**config.mk**
```make
export PLATFORM = sky130hd
export DESIGN_NAME = fp_accum_feeder
export DESIGN_NICKNAME = d
export VERILOG_FILES = /design/src/rtl/fp_accum_pkg.sv /design/src/rtl/fp_sample_fifo.sv /design/src/rtl/fp_accum_feeder.sv
export SDC_FILE = /design/constraint.sdc
export NUM_CORES = 1
export LEC_CHECK = 0
export BUFFER_PORTS_ARGS = -buffer_cell sky130_fd_sc_hd__buf_4
export CAP_MARGIN = 20
export CORE_ASPECT_RATIO = 0.5
export CORE_UTILIZATION = 60
export CTS_BUF_LIST = sky130_fd_sc_hd__clkbuf_4 sky130_fd_sc_hd__clkbuf_8 sky130_fd_sc_hd__clkbuf_16
export DETAILED_ROUTE_END_ITERATION = 6
export GPL_TIMING_DRIVEN = 1
export PLACE_DENSITY = 0.79
export SETUP_SLACK_MARGIN = 0.5
export SLEW_MARGIN = 20
export SYNTH_ARGS = -nofsm -noshare
export SYNTH_HDL_FRONTEND = slang
export SYNTH_SLANG_ARGS = --single-unit
```
**constraint.sdc**
```tcl
create_clock -name clk -period 4.8 [get_ports clk]
set_clock_uncertainty 0.1 [all_clocks]
set_input_delay 0.48 -clock clk [delete_from_list [all_inputs] [get_ports clk]]
set_output_delay 0.48 -clock clk [all_outputs]
set_load 0.1 [all_outputs]
```
**src/rtl/fp_accum_pkg.sv**
```systemverilog
// Shared types and constants for the FP32 accumulator feeder.
package fp_accum_pkg;

    localparam int FP_W = 32;

    typedef logic [FP_W-1:0] fp32_t;

    typedef enum logic [2:0] {
        IDLE      = 3'd0,
        LOAD      = 3'd1,
        WAIT_ACK  = 3'd2,
        WAIT_DONE = 3'd3,
        DONE      = 3'd4
    } feeder_state_t;

    localparam fp32_t FP32_ONE = 32'h3f800000;

endpackage

```
**src/rtl/fp_sample_fifo.sv**
```systemverilog
// Sample FIFO: synchronous push/pop, pointers one bit wider than the address
// so that full and empty can be told apart without a separate counter.
module fp_sample_fifo #(
    parameter int DEPTH = 16,
    parameter int FP_W  = 32
) (
    input  logic                   clk,
    input  logic                   resetn,
    input  logic                   i_push,
    input  logic [FP_W-1:0]        i_data,
    input  logic                   i_pop,
    output logic [FP_W-1:0]        o_data,
    output logic                   o_full,
    output logic                   o_empty,
    output logic [$clog2(DEPTH):0] o_level
);

    localparam int AW = $clog2(DEPTH);

    logic [FP_W-1:0] r_mem [DEPTH];
    logic [AW:0]     r_wr_ptr;
    logic [AW:0]     r_rd_ptr;
    logic            w_do_push;
    logic            w_do_pop;

    // A request against a full/empty FIFO is simply ignored.
    assign w_do_push = i_push & ~o_full;
    assign w_do_pop  = i_pop & ~o_empty;

    assign o_empty = (r_wr_ptr == r_rd_ptr);
    assign o_full  = (r_wr_ptr[AW] != r_rd_ptr[AW]) &&
                     (r_wr_ptr[AW-1:0] == r_rd_ptr[AW-1:0]);
    assign o_level = r_wr_ptr - r_rd_ptr;
    assign o_data  = r_mem[r_rd_ptr[AW-1:0]];

    // Pointer update; reset empties the FIFO and discards its contents.
    always_ff @(posedge clk or negedge resetn) begin
        if (!resetn) begin
            r_wr_ptr <= '0;
            r_rd_ptr <= '0;
        end else begin
            if (w_do_push) r_wr_ptr <= r_wr_ptr + 1'b1;
            if (w_do_pop)  r_rd_ptr <= r_rd_ptr + 1'b1;
        end
    end

    // Storage array; contents are only meaningful between the pointers.
    always_ff @(posedge clk) begin
        if (w_do_push) r_mem[r_wr_ptr[AW-1:0]] <= i_data;
    end

endmodule

```
**src/rtl/fp_accum_feeder.sv**
```systemverilog
// Feeds buffered FP32 samples one at a time into floating_point_accum over
// its load/busy handshake and reports the running sum every BURST_LEN adds.
// Data is never modified: NaN/Inf patterns pass through bit-exact.
module fp_accum_feeder
    import fp_accum_pkg::*;
#(
    parameter int DEPTH     = 16,
    parameter int BURST_LEN = 10
) (
    input  logic                   clk,
    input  logic                   resetn,
    input  logic [31:0]            in_data,
    input  logic                   in_valid,
    output logic                   in_ready,
    output logic [31:0]            acc_a,
    output logic                   acc_load,
    input  logic                   acc_busy,
    input  logic                   acc_status,
    input  logic [31:0]            acc_sum,
    output logic [31:0]            res_sum,
    output logic                   res_valid,
    output logic                   res_err,
    output logic [$clog2(DEPTH):0] level
);

    localparam int          LVL_W     = $clog2(DEPTH) + 1;
    localparam logic [15:0] BURST_CNT = 16'(BURST_LEN);

    feeder_state_t r_state;
    fp32_t         r_acc_a;
    fp32_t         r_res_sum;
    logic          r_acc_load;
    logic          r_res_valid;
    logic          r_res_err;
    logic          r_sticky;
    logic          r_live;
    logic [15:0]   r_cnt;

    fp32_t         w_head;
    logic          w_full;
    logic          w_empty;
    logic          w_push;
    logic          w_pop;
    logic [LVL_W-1:0] w_level;

    // Pop only from IDLE, and only once the accumulator is free.
    assign w_pop  = (r_state == IDLE) & ~w_empty & ~acc_busy;
    assign w_push = in_valid & in_ready;

    // r_live keeps in_ready low while reset is asserted.
    assign in_ready  = r_live & ~w_full;
    assign acc_a     = r_acc_a;
    assign acc_load  = r_acc_load;
    assign res_sum   = r_res_sum;
    assign res_valid = r_res_valid;
    assign res_err   = r_res_err;
    assign level     = w_level;

    fp_sample_fifo #(
        .DEPTH (DEPTH),
        .FP_W  (FP_W)
    ) u_fifo (
        .clk     (clk),
        .resetn  (resetn),
        .i_push  (w_push),
        .i_data  (in_data),
        .i_pop   (w_pop),
        .o_data  (w_head),
        .o_full  (w_full),
        .o_empty (w_empty),
        .o_level (w_level)
    );

    // Goes high on the first clock after reset release to open the input.
    always_ff @(posedge clk or negedge resetn) begin
        if (!resetn) r_live <= 1'b0;
        else         r_live <= 1'b1;
    end

    // Handshake FSM with burst counter, sticky error and result capture.
    always_ff @(posedge clk or negedge resetn) begin
        if (!resetn) begin
            r_state     <= IDLE;
            r_acc_a     <= '0;
            r_acc_load  <= 1'b0;
            r_res_sum   <= '0;
            r_res_valid <= 1'b0;
            r_res_err   <= 1'b0;
            r_sticky    <= 1'b0;
            r_cnt       <= '0;
        end else begin
            case (r_state)
                IDLE: begin
                    if (w_pop) begin
                        r_acc_a    <= w_head;
                        r_acc_load <= 1'b1;
                        r_state    <= LOAD;
                    end
                end
                LOAD: begin
                    // acc_load was high for exactly this one cycle.
                    r_acc_load <= 1'b0;
                    r_state    <= WAIT_ACK;
                end
                WAIT_ACK: begin
                    if (acc_busy) r_state <= WAIT_DONE;
                end
                WAIT_DONE: begin
                    if (!acc_busy) begin
                        r_sticky <= r_sticky | acc_status;
                        r_cnt    <= r_cnt + 16'd1;
                        if (r_cnt + 16'd1 == BURST_CNT) begin
                            // Capture here so the result is registered while in DONE.
                            r_res_sum   <= acc_sum;
                            r_res_err   <= r_sticky | acc_status;
                            r_res_valid <= 1'b1;
                            r_state     <= DONE;
                        end else begin
                            r_state <= IDLE;
                        end
                    end
                end
                DONE: begin
                    r_res_valid <= 1'b0;
                    r_cnt       <= '0;
                    r_sticky    <= 1'b0;
                    r_state     <= IDLE;
                end
                default: begin
                    r_acc_load  <= 1'b0;
                    r_res_valid <= 1'b0;
                    r_state     <= IDLE;
                end
            endcase
        end
    end

endmodule

```
# [Yosys cells after proc, flatten, opt, wreduce, memory -nomap -nowiden]
# Memory sizes are Yosys's and may differ from the RTL's. A register that Yosys moved wholly into a read port is not among the register bits.
# Cells that the tools add are included.
[op_classes] add_sub_neg=4 bitwise_logic=12 n_mux=16 reduce_logical=12 eq_ne=12
[op_table] cell="16-bit one-hot mux with 2 select lines" count=1
[op_table] cell="16-bit by 1-bit adder with 16-bit output (second input constant)" count=1
[op_table] cell="16-bit by 4-bit == test with 1-bit output (second input constant)" count=1
[op_table] cell="16-bit two-way mux" count=1
[op_table] cell="3-bit two-way mux" count=4
[op_table] cell="3-bit one-hot mux with 4 select lines" count=1
[op_table] cell="5-bit by 1-bit adder with 5-bit output (second input constant)" count=2
[op_table] cell="3-bit AND reduction" count=3
[op_table] cell="1-bit AND" count=6
[op_table] cell="3-bit by 2-bit == test with 1-bit output (second input constant)" count=2
[op_table] cell="1-bit two-way mux" count=6
[op_table] cell="2-bit != test (second input constant)" count=3
[op_table] cell="1-bit one-hot mux with 2 select lines" count=3
[op_table] cell="2-bit AND reduction" count=3
[op_table] cell="3-bit OR reduction" count=2
[op_table] cell="5-bit == test" count=1
[op_table] cell="1-bit NOT" count=5
[op_table] cell="5-bit subtractor" count=1
[op_table] cell="4-bit == test" count=1
[op_table] cell="3-bit by 1-bit == test with 1-bit output (second input constant)" count=1
[op_table] cell="3-bit == test (second input constant)" count=1
[op_table] cell="3-bit zero test" count=1
[op_table] cell="2-bit by 1-bit != test with 1-bit output (second input constant)" count=1
[op_table] cell="2-bit nonzero test" count=1
[op_table] cell="other kinds (4)" count=4
[word_totals] memories=1 ramBits=512 input_bits=69 reg_bits=66 word_cells=67
[mem_list] memory="u_fifo.r_mem" words=16 word_bits=32 rd=1 rd_ports_with_merged_regs=1 write_ports=1 line_no="fp_sample_fifo.sv:20" rtl="logic [FP_W-1:0] r_mem [DEPTH];"

# [Longest topological paths before layout]
# Gate-level depths: netlist of the first run.
[depth] word_depth=8 depth_mapped=11 ltp_nobuf=8

# [By module]
# A second synthesis of the first run with hierarchy kept.
[hier_totals] hier_cells=1244 hier_area_um2=24277.0
[by_module_without_submodules] mod="fp_sample_fifo" cells_each=938 area_each_um2=20305.7 n_inst=1
[by_module_without_submodules] mod="fp_accum_feeder" cells_each=306 area_each_um2=3971.3 n_inst=1

# [Least setup slack after synthesis of the first run]
# No wires, ideal clock.
[synth_path] path_type="reg-to-reg" start="register u_fifo.r_rd_ptr[1]" end="memory u_fifo.r_mem[15][0], enable pin" arrival_time_ns=5.484 path_slack_ns=-1.178 stages_incl_launch_ff=11 setup_ns=0.394 required_ns=4.306 cell_sequence="dfrtp_1 -> clkbuf_1 -> clkbuf_1 -> inv_1 -> ha_1 -> and4_1 -> a21boi_0 -> and2_1 -> clkbuf_1 -> and3_1 -> and2_1"
[synth_via] elab_chain_len=8
[synth_rtl] element="start, declared" line_no="fp_sample_fifo.sv:22" rtl="logic [AW:0] r_rd_ptr;"
[synth_rtl] element="start signal, assigned" line_no="fp_sample_fifo.sv:43" rtl="if (w_do_pop) r_rd_ptr <= r_rd_ptr + 1'b1;"
[synth_rtl] element="4-bit == test" line_no="fp_sample_fifo.sv:32" rtl="(r_wr_ptr[AW-1:0] == r_rd_ptr[AW-1:0]);"
[synth_rtl] element="1-bit logical AND" line_no="fp_sample_fifo.sv:31" rtl="assign o_full = (r_wr_ptr[AW] != r_rd_ptr[AW]) &&"
[synth_rtl] element="1-bit NOT" line_no="fp_accum_feeder.sv:51" rtl="assign in_ready = r_live & ~w_full;"
[synth_rtl] element="1-bit AND" line_no="fp_accum_feeder.sv:51"
[synth_rtl] element="net in_ready" line_no="fp_accum_feeder.sv:14" rtl="output logic in_ready,"
[synth_rtl] element="1-bit AND" line_no="fp_accum_feeder.sv:48" rtl="assign w_push = in_valid & in_ready;"
[synth_rtl] element="1-bit AND" line_no="fp_sample_fifo.sv:27" rtl="assign w_do_push = i_push & ~o_full;"
[synth_rtl] element="1-bit two-way mux" line_no="fp_sample_fifo.sv:49" rtl="if (w_do_push) r_mem[r_wr_ptr[AW-1:0]] <= i_data;"
[synth_rtl] element="1-bit two-way mux (implied by the code)" line_no="fp_sample_fifo.sv:49"
[synth_rtl] element="end, declared" line_no="fp_sample_fifo.sv:20"
# The timed path passes the listed nets, and every way through them passes these cells.

# [Worst setup path after layout of the first run]
[layout_path] start="register u_fifo.r_rd_ptr[1]" end="memory u_fifo.r_mem[0][27], enable pin"
[layout_via] elab_chain_len=8
[layout_rtl] element="4-bit == test (*)" line_no="fp_sample_fifo.sv:32"
[layout_rtl] element="1-bit logical AND (*)" line_no="fp_sample_fifo.sv:31"
[layout_rtl] element="1-bit NOT (*)" line_no="fp_sample_fifo.sv:27, fp_accum_feeder.sv:51"
[layout_rtl] element="1-bit AND" line_no="fp_accum_feeder.sv:51"
[layout_rtl] element="1-bit AND" line_no="fp_accum_feeder.sv:48"
[layout_rtl] element="1-bit AND (*)" line_no="fp_sample_fifo.sv:27"
[layout_rtl] element="1-bit two-way mux (*)" line_no="fp_sample_fifo.sv:49"
[layout_rtl] element="1-bit two-way mux (implied by the code) (*)" line_no="fp_sample_fifo.sv:49"
# Mark *: on every way between the ends. The rest lies on a longest branch, timed or not.

==> qor.csv, run 1 <==
metric;value;unit
Yosys Warn Count;0;
DP HPWL;28.66;mm
Mapped Avg Cell Area;21.75;um2
area share of the largest cell type after synthesis;64.54;%
vias in the first global route;12050;
CTS Buf Count;49;
CP startpoint kind;flip-flop;
crit end category;flip-flop;
die height;142.9;um
Hold Crit Class;input port to flip-flop;
leak pwr;9.668;nW
most common cell after layout, fill and taps aside;edfxtp_1;
Post-DRT Antenna Nets;0;
CP max stage cell;dfrtp_4;
worst slew pin tran;1.019;ns
Cell Area, Synth;23820;um2
post-route setup TNS;0;ns
Worst Reg2Reg Path Length in Cells;8;
initial antenna violation count;0;
crit path capture;u_fifo.r_mem[0][27]$_DFFE_PP_;
Placed Area;25650;um2
global-route wire length before repair;78.74;mm
Synth Flop Type;edfxtp_1;
FF-to-FF setup slack;1.10;ns
crit-path leading delay family;simple AND/OR/NAND/NOR gates;
n_diodes;0;
Post-synth ARST share;16.07;%
total number of H-tree levels;2;
Vias/cell;6.528;
Clock Path Buffers;3;
Placer Congestion;0.8714;
status;finished clean;
WP depth;8;
Mapped Cells;1095;
gr usage total;26.80;%
WP buf/inv;2;
CP max stage delay;0.85;ns
Synth area leaders;edfxtp_1 (65%), mux4_2 (15%), dfrtp_1 (10%), mux2_4 (1.8%), mux2_2 (1.7%);
number of register bits inferred by synthesis;610;
Final Hold Viols;0;
clk_lat worst skew;0.61;ns
Worst Path Arrival;3.87;ns
fmax;0.2704;GHz
Pins Over Slew Limit;0;
chip width;283.8;um
largest net degree at the start of global routing;98;
DRT Pass-1 Iters;7;
crit-path cells;inv_1 > ha_1 > and4_1 > a21boi_4 > nand2_1 > nor3_1 > and2_2 > buf_4;
CTS resizes;0;
Wirelength per Cell;28.93;um
Final Cell Area;27570;um2
crit share post-route;77.04;%
min Tclk post-route;3.698;ns
Max-Cap Viols;0;
worst flop-to-flop path endpoint;u_fifo.r_mem[0][27]$_DFFE_PP_;
Yosys cell types;56;
crit path launch;u_fifo.r_rd_ptr[1]$_DFFE_PN0P_;
layout cells sized above 1;38.99;%
Total Wirelength;53.04;mm
worst-path fanout max;41;
Req. time, crit path;4.97;ns
total die area;40550;um2
synthesized net count;1176;
number of enable flip-flop cells after synthesis;512;
# clock sinks;610;
R2R Path Start;u_fifo.r_rd_ptr[1]$_DFFE_PN0P_;
most frequent cells in the layout;edfxtp_1 (512), mux4_2 (160), buf_4 (155);
total core area;38990;um2
unrepaired setup endpoints after global routing;no;
Initial Util;61.10;%
FP Rows;51;
cell taking the most area after synthesis;edfxtp_1;
vias;11970;
clock slew at reported path FFs;0.07;ns
DRC;0;
Slew Limit Headroom;32.07;%
port bufs;141;
Layout Nets;1343;
Final Setup Violations;0;
boundary pin count;142;
grt ovf;0;
Post-CTS Setup Inserts;0;
pre-CTS setup slack;1.202;ns
maximum VDD drop;0.0005732;V
DR iter-0 viols;1429;
Crit Path Class;flip-flop to flip-flop;
fin worst setup slack;1.102;ns
CTS tree;built;
Synth-to-Final Area Change;15.75;%
PD cells;606.7;nW/um2
Seq/Total Area, Yosys;74.84;%
Hold Worst Slack;0.02167;ns
clk root buf;clkbuf_16;
timing repair:
action | in CTS | in global routing
setup endpoints to repair | 0 | 0
endpoints found under the hold margin | 40 | 0
hold buffers | 4 | 0
sequential cells by signal, summed over array words and instances, names as in the netlist:
| signal | cells |
|---|---|
| u_fifo.r_mem | 512 |
| acc_a | 32 |
| res_sum | 32 |
| r_cnt | 16 |
| u_fifo.r_rd_ptr | 5 |
| u_fifo.r_wr_ptr | 5 |
| r_state | 3 |
| acc_load | 1 |
| r_live | 1 |
| r_sticky | 1 |
| res_err | 1 |
| res_valid | 1 |
routing by layer:
metal | part of all wire [%] | vias to the layer above | wire length, um | track usage, %
met1 | 42 | 6332 | 22100 | 39.08
met2 | 48 | 698 | 25520 | 42.67
li1 | - | 4851 | - | -
met4 | 2.0 | 0 | 1066 | 6.543
met3 | 8.2 | 84 | 4342 | 5.160
met5 | 0 | - | 0 | 0
kinds of logic (layout without fill, tap and decap cells):
logic type / Yosys count / in the layout / synth area share (%)
adder cells (fa/ha/maj): 12 / 12 / 0.6618
AND/OR/NAND/NOR: 104 / 104 / 2.547
flip-flops: 610 / 610 / 74.84
AO/OA/AOI/OAI: 61 / 61 / 1.565
multiplexers: 225 / 225 / 18.64
buffers and inverters: 67 / 275 / 1.187
XOR/XNOR: 15 / 15 / 0.5515
other: 1 / 1 / 0.01574
report_power, final:
group | leakage, nW | switching, mW | internal (mW) | total (mW)
combinational | 2.88 | 3.48 | 2.07 | 5.56
sequential | 5.87 | 0.321 | 6.19 | 6.51
clock | 0.919 | 1.94 | 2.73 | 4.66
total | 9.67 | 5.74 | 11.0 | 16.7
area by class of cell:
| cell class | instances | area (um2) |
|---|---|---|
| multi-input combinational | 418 | 5754 |
| sequential | 610 | 17840 |
| timing repair buffer | 168 | 1384 |
| fill | 2195 | 11420 |
| clock buffer | 63 | 1356 |
| tap | 530 | 663.1 |
| clock inverter | 29 | 523.0 |
| inverter | 15 | 56.30 |
per-stage QoR:
stage          instances  utilization (%)  total power [mW]
6_report            1833            70.72             16.73
5_1_grt             1833            70.72             17.23
4_1_cts             1833            70.72             16.82
3_5_place_dp        1737            65.80             12.12
3_3_place_gp        1737            65.80             11.98
2_1_floorplan       1095                -             10.72
how the worst min path moves through the flow:
stage,from,endpoint,slack [ns],cells after the start
after global placement,resetn,r_cnt[3]$_DFFE_PN0P_,0.38,1
after detailed placement,resetn,r_cnt[2]$_DFFE_PN0P_,0.39,1
final,acc_sum[20],res_sum[20]$_DFFE_PN0P_,0.02,2
after floorplan,resetn,acc_a[0]$_DFFE_PN0P_,0.08,0
after CTS,acc_sum[20],res_sum[20]$_DFFE_PN0P_,0.00003,2
after global routing,acc_sum[4],res_sum[4]$_DFFE_PN0P_,0.004,2
cells in the mapped netlist, types with 2 or more instances:
master and instances:
a31oi_1 4, nand2_1 24, nand4_1 8, mux2_4 28, a21oi_1 9, edfxtp_1 512, a21o_1 5, nor3_1 5
buf_2 6, nand3_1 7, and3_1 4, inv_1 14, dfrtp_1 98, o21ai_0 29, xnor2_1 11, or4_1 2
o31ai_1 3, and4_1 2, and2_1 19, o41ai_1 2, mux2_2 36, or3_1 2, ha_1 11, mux4_2 160
buf_1 10, buf_6 3, nor2_1 17, xor2_1 4, nor3b_1 2, clkbuf_1 32
No activity file was read; power rests on OpenSTA's default activity.
==> run 2: changes to the inputs <==
Clock period 4.8 ns to 3.7 ns, I/O delays scaled along.
==> run 2 against run 1 <==
Compared with the run above:
- the flow now finishes with violations (design-rule violations)
- flip-flop and latch count is the same
- power increased by 29%
- setup slack worse by 0.50 ns
- core utilization up 1.4 points
- critical endpoint is now u_fifo.r_mem[9][23]$_DFFE_PP_
- highest routed layer unchanged
==> qor.csv, run 2 (synthesized netlist as in run 1, its figures left out) <==
metric;value;unit;change
Flop pwr share;39.0;%;was 38.9%
boundary pin count;142;;unchanged
Worst Reg2Reg Path Length in Cells;6;;was 8
max reg flops;512;;unchanged
Final Setup Violations;0;;unchanged
Worst Path Arrival;3.22;ns;was 3.87 ns
clk_lat worst skew;0.60;ns;was 0.61 ns
die height;142.9;um;unchanged
post-route setup TNS;0;ns;unchanged
FF-to-FF setup slack;0.60;ns;was 1.10 ns
worst-path fanout max;32;;was 41
WP depth;6;;was 8
DRC;1;;was 0
sw power;7.661;mW;was 5.739 mW
fraction of power spent switching nets;35.57;%;was 34.31%
Inst Count DP;1722;;was 1737
Pint;13.88;mW;was 10.99 mW
vias;12440;;was 11970
Hold Worst Slack;0.2066;ns;was 0.02167 ns
global-route wire length before repair;82.13;mm;was 78.74 mm
fmax;0.3226;GHz;was 0.2704 GHz
CP max stage cell;and2_4;;was dfrtp_4
PD cells;766.4;nW/um2;was 606.7 nW/um2
Clock Path Buffers;3;;unchanged
n_diodes;0;;unchanged
layout cells sized above 1;37.37;%;was 38.99%
Hold Crit Class;input port to flip-flop;;unchanged
CP startpoint kind;flip-flop;;unchanged
initial antenna violation count;0;;unchanged
crit path capture;u_fifo.r_mem[9][23]$_DFFE_PP_;;was u_fifo.r_mem[0][27]$_DFFE_PP_
combinational power share;35.3;%;was 33.2%
Vias/cell;6.576;;was 6.528
leak pwr;9.888;nW;was 9.668 nW
Slew Limit Headroom;20.95;%;was 32.07%
DP HPWL;25.86;mm;was 28.66 mm
Layout Nets;1401;;was 1343
Post-DRT Antenna Nets;0;;unchanged
fin worst setup slack;0.6001;ns;was 1.102 ns
largest net degree at the start of global routing;74;;was 98
unrepaired setup endpoints after global routing;no;;unchanged
most frequent cells in the layout;edfxtp_1 (512), mux4_2 (160), buf_4 (148);;was edfxtp_1 (512), mux4_2 (160), buf_4 (155)
total die area;40550;um2;unchanged
crit share post-route;83.78;%;was 77.04%
Req. time, crit path;3.82;ns;was 4.97 ns
Total Wirelength;58.00;mm;was 53.04 mm
total number of H-tree levels;2;;unchanged
Max-Cap Viols;0;;unchanged
Placer Congestion;0.8104;;was 0.8714
Initial Util;61.10;%;unchanged
Crit Path Class;flip-flop to flip-flop;;unchanged
hold_sp;in_valid;;was acc_sum[20]
FP Rows;51;;unchanged
CTS tree;built;;unchanged
DRT Pass-1 Iters;7;;unchanged
CP max stage delay;0.68;ns;was 0.85 ns
worst flop-to-flop path endpoint;u_fifo.r_mem[9][23]$_DFFE_PP_;;was u_fifo.r_mem[0][27]$_DFFE_PP_
Worst Hold Path Cells;3;;was 2
Synth-to-Final Area Change;17.98;%;was 15.75%
status;complete, but fails checks;;was finished clean
crit-path leading delay family;simple AND/OR/NAND/NOR gates;;unchanged
vias in the first global route;12710;;was 12050
Final Hold Viols;0;;unchanged
gr usage total;28.20;%;was 26.80%
Final Cell Area;28110;um2;was 27570 um2
DR iter-0 viols;1470;;was 1429
# clock sinks;610;;unchanged
grt ovf;0;;unchanged
chip width;283.8;um;unchanged
clock slew at reported path FFs;0.07;ns;about the same
Filler cells;2086;;was 2195
Pins Over Slew Limit;0;;unchanged
violated checks;design-rule violations;;
R2R Path Start;u_fifo.r_wr_ptr[3]$_DFFE_PN0P_;;was u_fifo.r_rd_ptr[1]$_DFFE_PN0P_
min Tclk post-route;3.100;ns;was 3.698 ns
pre-CTS setup slack;0.06868;ns;was 1.202 ns
WP buf/inv;0;;was 2
CTS Buf Count;50;;was 49
most common cell after layout, fill and taps aside;edfxtp_1;;unchanged
crit-path cells;ha_1 > and4_1 > a21boi_4 > nand2_1 > nor3b_1 > and2_4;;was inv_1 > ha_1 > and4_1 > a21boi_4 > nand2_1 > nor3_1 > and2_2 > buf_4
clock share of power;25.8;%;was 27.9%
Final Non-Filler Cells;1892;;was 1833
maximum VDD drop;0.0005493;V;was 0.0005732 V
total core area;38990;um2;unchanged
clk root buf;clkbuf_16;;unchanged
Wirelength per Cell;30.66;um;was 28.93 um
port bufs;141;;unchanged
Placed Area;25530;um2;was 25650 um2
crit end category;flip-flop;;unchanged
worst slew pin tran;1.176;ns;was 1.019 ns
crit path launch;u_fifo.r_wr_ptr[3]$_DFFE_PN0P_;;was u_fifo.r_rd_ptr[1]$_DFFE_PN0P_
-- run 2: how the worst min path moves through the flow --
| stage | endpoint | slack [ns] |
|---|---|---|
| floorplan | acc_a[0]$_DFFE_PN0P_ | -0.03 |
| global placement | res_sum[24]$_DFFE_PN0P_ | 0.38 |
| detailed placement | res_sum[0]$_DFFE_PN0P_ | 0.39 |
| CTS | u_fifo.r_wr_ptr[0]$_DFFE_PN0P_ | 0.17 |
| global route | u_fifo.r_wr_ptr[0]$_DFFE_PN0P_ | 0.20 |
| finish | u_fifo.r_wr_ptr[0]$_DFFE_PN0P_ | 0.21 |
-- run 2: what timing repair did --
item                       in CTS  in global routing
gates cloned                    2                  1
setup buffers                   4                  2
hold endpoints to repair      600                  0
setup endpoints to repair      35                 33
hold buffers                   67                  0
pin swaps                       2                  1
resized for setup               6                  2
-- run 2: per-layer routing --
metal	vias up	track usage [%]	routed length, um
met5	-	0	0
met4	0	7.368	1617
met3	124	6.661	4844
met2	773	47.79	29610
met1	6591	37.44	21930
li1	4954	-	-
-- run 2: worst reg2reg max path, cell delays in order (launching register included) --
cell and delay [ns]:
dfrtp_1 0.48, ha_1 0.40, and4_1 0.25, a21boi_4 0.15
nand2_1 0.10, nor3b_1 0.52, and2_4 0.68
-- run 2: layout make-up --
cell class | count | area (um2) | share of cell area [%]
multi-input combinational | 419 | 5863 | 20.86
clock buffer | 66 | 1415 | 5.035
timing repair buffer | 224 | 1978 | 7.038
sequential | 610 | 17840 | 63.46
inverter | 15 | 56.30 | 0.2003
tap | 530 | 663.1 | 2.359
clock inverter | 28 | 294.0 | 1.046
-- run 2: power by group through the flow --
stage / logic, mW / clock network, mW / registers (mW)
final: 7.59 / 5.55 / 8.39
after CTS: 7.52 / 5.57 / 8.37
after detailed placement: 7.26 / 0 / 8.47
after floorplan: 4.17 / 0 / 9.85
after global routing: 7.87 / 5.85 / 8.43
after global placement: 7.14 / 0 / 8.42
-- run 2: metrics by stage --
stage	total power, mW	utilization [%]
after detailed placement	15.73	65.49
final	21.54	72.09
after CTS	21.46	71.95
after global routing	22.14	72.09
after floorplan	14.02	-
after global placement	15.55	65.49
==> run 3: changes to the inputs <==
Settings changed: CORE_UTILIZATION 60 to 55, PLACE_DENSITY 0.79 to 0.76.
Clock period 3.7 ns to 2.8 ns, I/O delays scaled along.
==> run 3 against run 2 <==
Compared with the run above:
- the run ends with negative setup slack left
- wire length is 36% higher
- final cell count increased by 13%
- global-route usage up 5.0 points
- setup slack lost 0.69 ns
==> qor.csv, run 3 (synthesized netlist as in run 1, its figures left out) <==
metric;value;unit;change
status;complete, but fails checks;;unchanged
violated checks;negative setup slack;;was design-rule violations
Wirelength per Cell;36.70;um;was 30.66 um
Req. time, crit path;3.03;ns;was 3.82 ns
CP startpoint kind;flip-flop;;unchanged
chip width;296.3;um;was 283.8 um
most common cell after layout, fill and taps aside;edfxtp_1;;unchanged
vias in the first global route;14520;;was 12710
largest net degree at the start of global routing;46;;was 74
PD cells;1005;nW/um2;was 766.4 nW/um2
port bufs;141;;unchanged
grt ovf;0;;unchanged
FP Rows;53;;was 51
CTS tree;built;;unchanged
fin worst setup slack;-0.09131;ns;was 0.6001 ns
Synth-to-Final Area Change;35.24;%;was 17.98%
Inst Count DP;1831;;was 1722
total power;32.37;mW;was 21.54 mW
min Tclk post-route;2.891;ns;was 3.100 ns
Clock Path Buffers;3;;unchanged
maximum VDD drop;0.001126;V;was 0.0005493 V
Final Setup Violations;94;;was 0
total die area;44200;um2;was 40550 um2
leak pwr;11.73;nW;was 9.888 nW
Final Non-Filler Cells;2146;;was 1892
vias;14810;;was 12440
Layout Nets;1606;;was 1401
Hold Crit Class;input port to flip-flop;;unchanged
DP HPWL;30.53;mm;was 25.86 mm
most frequent cells in the layout;edfxtp_1 (512), buf_4 (171), mux4_2 (160);;was edfxtp_1 (512), mux4_2 (160), buf_4 (148)
Final Hold Viols;0;;unchanged
worst-path fanout max;8;;was 32
DRT Pass-1 Iters;5;;was 7
Post-DRT Antenna Nets;0;;unchanged
fmax;0.3459;GHz;was 0.3226 GHz
global-route wire length before repair;102.3;mm;was 82.13 mm
# clock sinks;610;;unchanged
unrepaired setup endpoints after global routing;yes;;was no
die height;149.2;um;was 142.9 um
gr usage total;33.18;%;was 28.20%
DRC;0;;was 1
Crit Path Class;flip-flop to flip-flop;;unchanged
crit end category;flip-flop;;unchanged
DR iter-0 viols;2216;;was 1470
Initial Util;56.22;%;was 61.10%
total core area;42370;um2;was 38990 um2
worst slew pin tran;0.9721;ns;was 1.176 ns
Finished Core Util;76.03;%;was 72.09%
CTS Buf Count;51;;was 50
max reg flops;512;;unchanged
clk_lat worst skew;0.64;ns;was 0.60 ns
Vias/cell;6.902;;was 6.576
total number of H-tree levels;2;;unchanged
Slew Limit Headroom;35.19;%;was 20.95%
Pins Over Slew Limit;0;;unchanged
Hold Worst Slack;0.1052;ns;was 0.2066 ns
clk root buf;clkbuf_16;;unchanged
layout cells sized above 1;48.15;%;was 37.37%
clock slew at reported path FFs;0.07;ns;about the same
post-route setup TNS;-3.876;ns;was 0 ns
boundary pin count;142;;unchanged
Max-Cap Viols;0;;unchanged
crit share post-route;103.3;%;was 83.78%
Worst Path Arrival;3.12;ns;was 3.22 ns
Placer Congestion;0.8242;;was 0.8104
initial antenna violation count;1;;was 0
Total Wirelength;78.75;mm;was 58.00 mm
-- run 3: cell types whose count changed in the layout (fill, tap and decap cells not counted), moves of 9 or more --
cell	previous run	this run
buf_12	5	66
buf_16	1	48
buf_4	148	171
buf_6	1	49
buf_8	0	18
clkbuf_16	51	60
dfrtp_1	95	86
dfrtp_2	1	10
mux2_2	36	24
mux2_4	28	40
-- run 3: what timing repair did --
action | 4_1_cts | 5_1_grt
setup buffers | 77 | 23
resized for setup | 142 | 100
gates cloned | 41 | 10
endpoints found under the setup margin | 584 | 587
pin swaps | 25 | 11
endpoints found under the hold margin | 589 | 0
hold buffers | 67 | 0
-- run 3: power by group --
| group | switching (mW) | internal [mW] | leakage, nW |
|---|---|---|---|
| registers | 0.539 | 10.6 | 5.86 |
| logic | 7.49 | 5.78 | 4.97 |
| clock network | 3.58 | 4.37 | 0.909 |
-- run 3: final timing paths --
check	to	startpoint	cells after the start	slack (ns)
setup / recovery	u_fifo.r_mem[0][8]$_DFFE_PP_	u_fifo.r_rd_ptr[1]$_DFFE_PN0P_	12	-0.09
hold / removal	r_cnt[1]$_DFFE_PN0P_	acc_busy	5	0.11
setup reg to reg	u_fifo.r_mem[0][8]$_DFFE_PP_	u_fifo.r_rd_ptr[1]$_DFFE_PN0P_	12	-0.09
hold reg to reg	acc_a[25]$_DFFE_PN0P_	acc_a[25]$_DFFE_PN0P_	2	0.40
max in group asynchronous	u_fifo.r_wr_ptr[2]$_DFFE_PN0P_	resetn	3	1.58
min in group asynchronous	acc_a[1]$_DFFE_PN0P_	resetn	2	0.17
-- run 3: final cells by class --
cell class                 instances  area, um2
fill                            1973      10160
sequential                       610      17850
inverter                          15      71.32
timing repair buffer             429       5684
antenna                            1      2.502
multi-input combinational        418       6066
clock buffer                      78       1572
tap                              577      721.9
clock inverter                    18      252.7
-- run 3: per-stage QoR --
stage,setup slack (ns),cell area (um2)
after floorplan,-0.3256,24010
after global placement,0.06795,26420
after detailed placement,-0.06339,26420
after CTS,0.06953,31430
after global routing,-0.1137,32210
final,-0.09131,32220
-- run 3: worst max-delay path: stages (launching register included) --
cell and delay [ns]:
dfrtp_4 0.49, buf_12 0.14, clkinv_8 0.04, ha_4 0.20, and4_4 0.15, a21boi_4 0.24
nand2_2 0.14, buf_6 0.14, nor3_4 0.25, buf_6 0.18, and2_4 0.27, buf_12 0.14
buf_12 0.15
-- run 3: metal layers --
metal / track usage, % / vias up / wire [um]
met5: 0 / - / 0
met4: 13.04 / 0 / 4244
met3: 8.820 / 315 / 10880
met2: 52.72 / 1581 / 37020
met1: 44.33 / 7499 / 26610
li1: - / 5417 / -
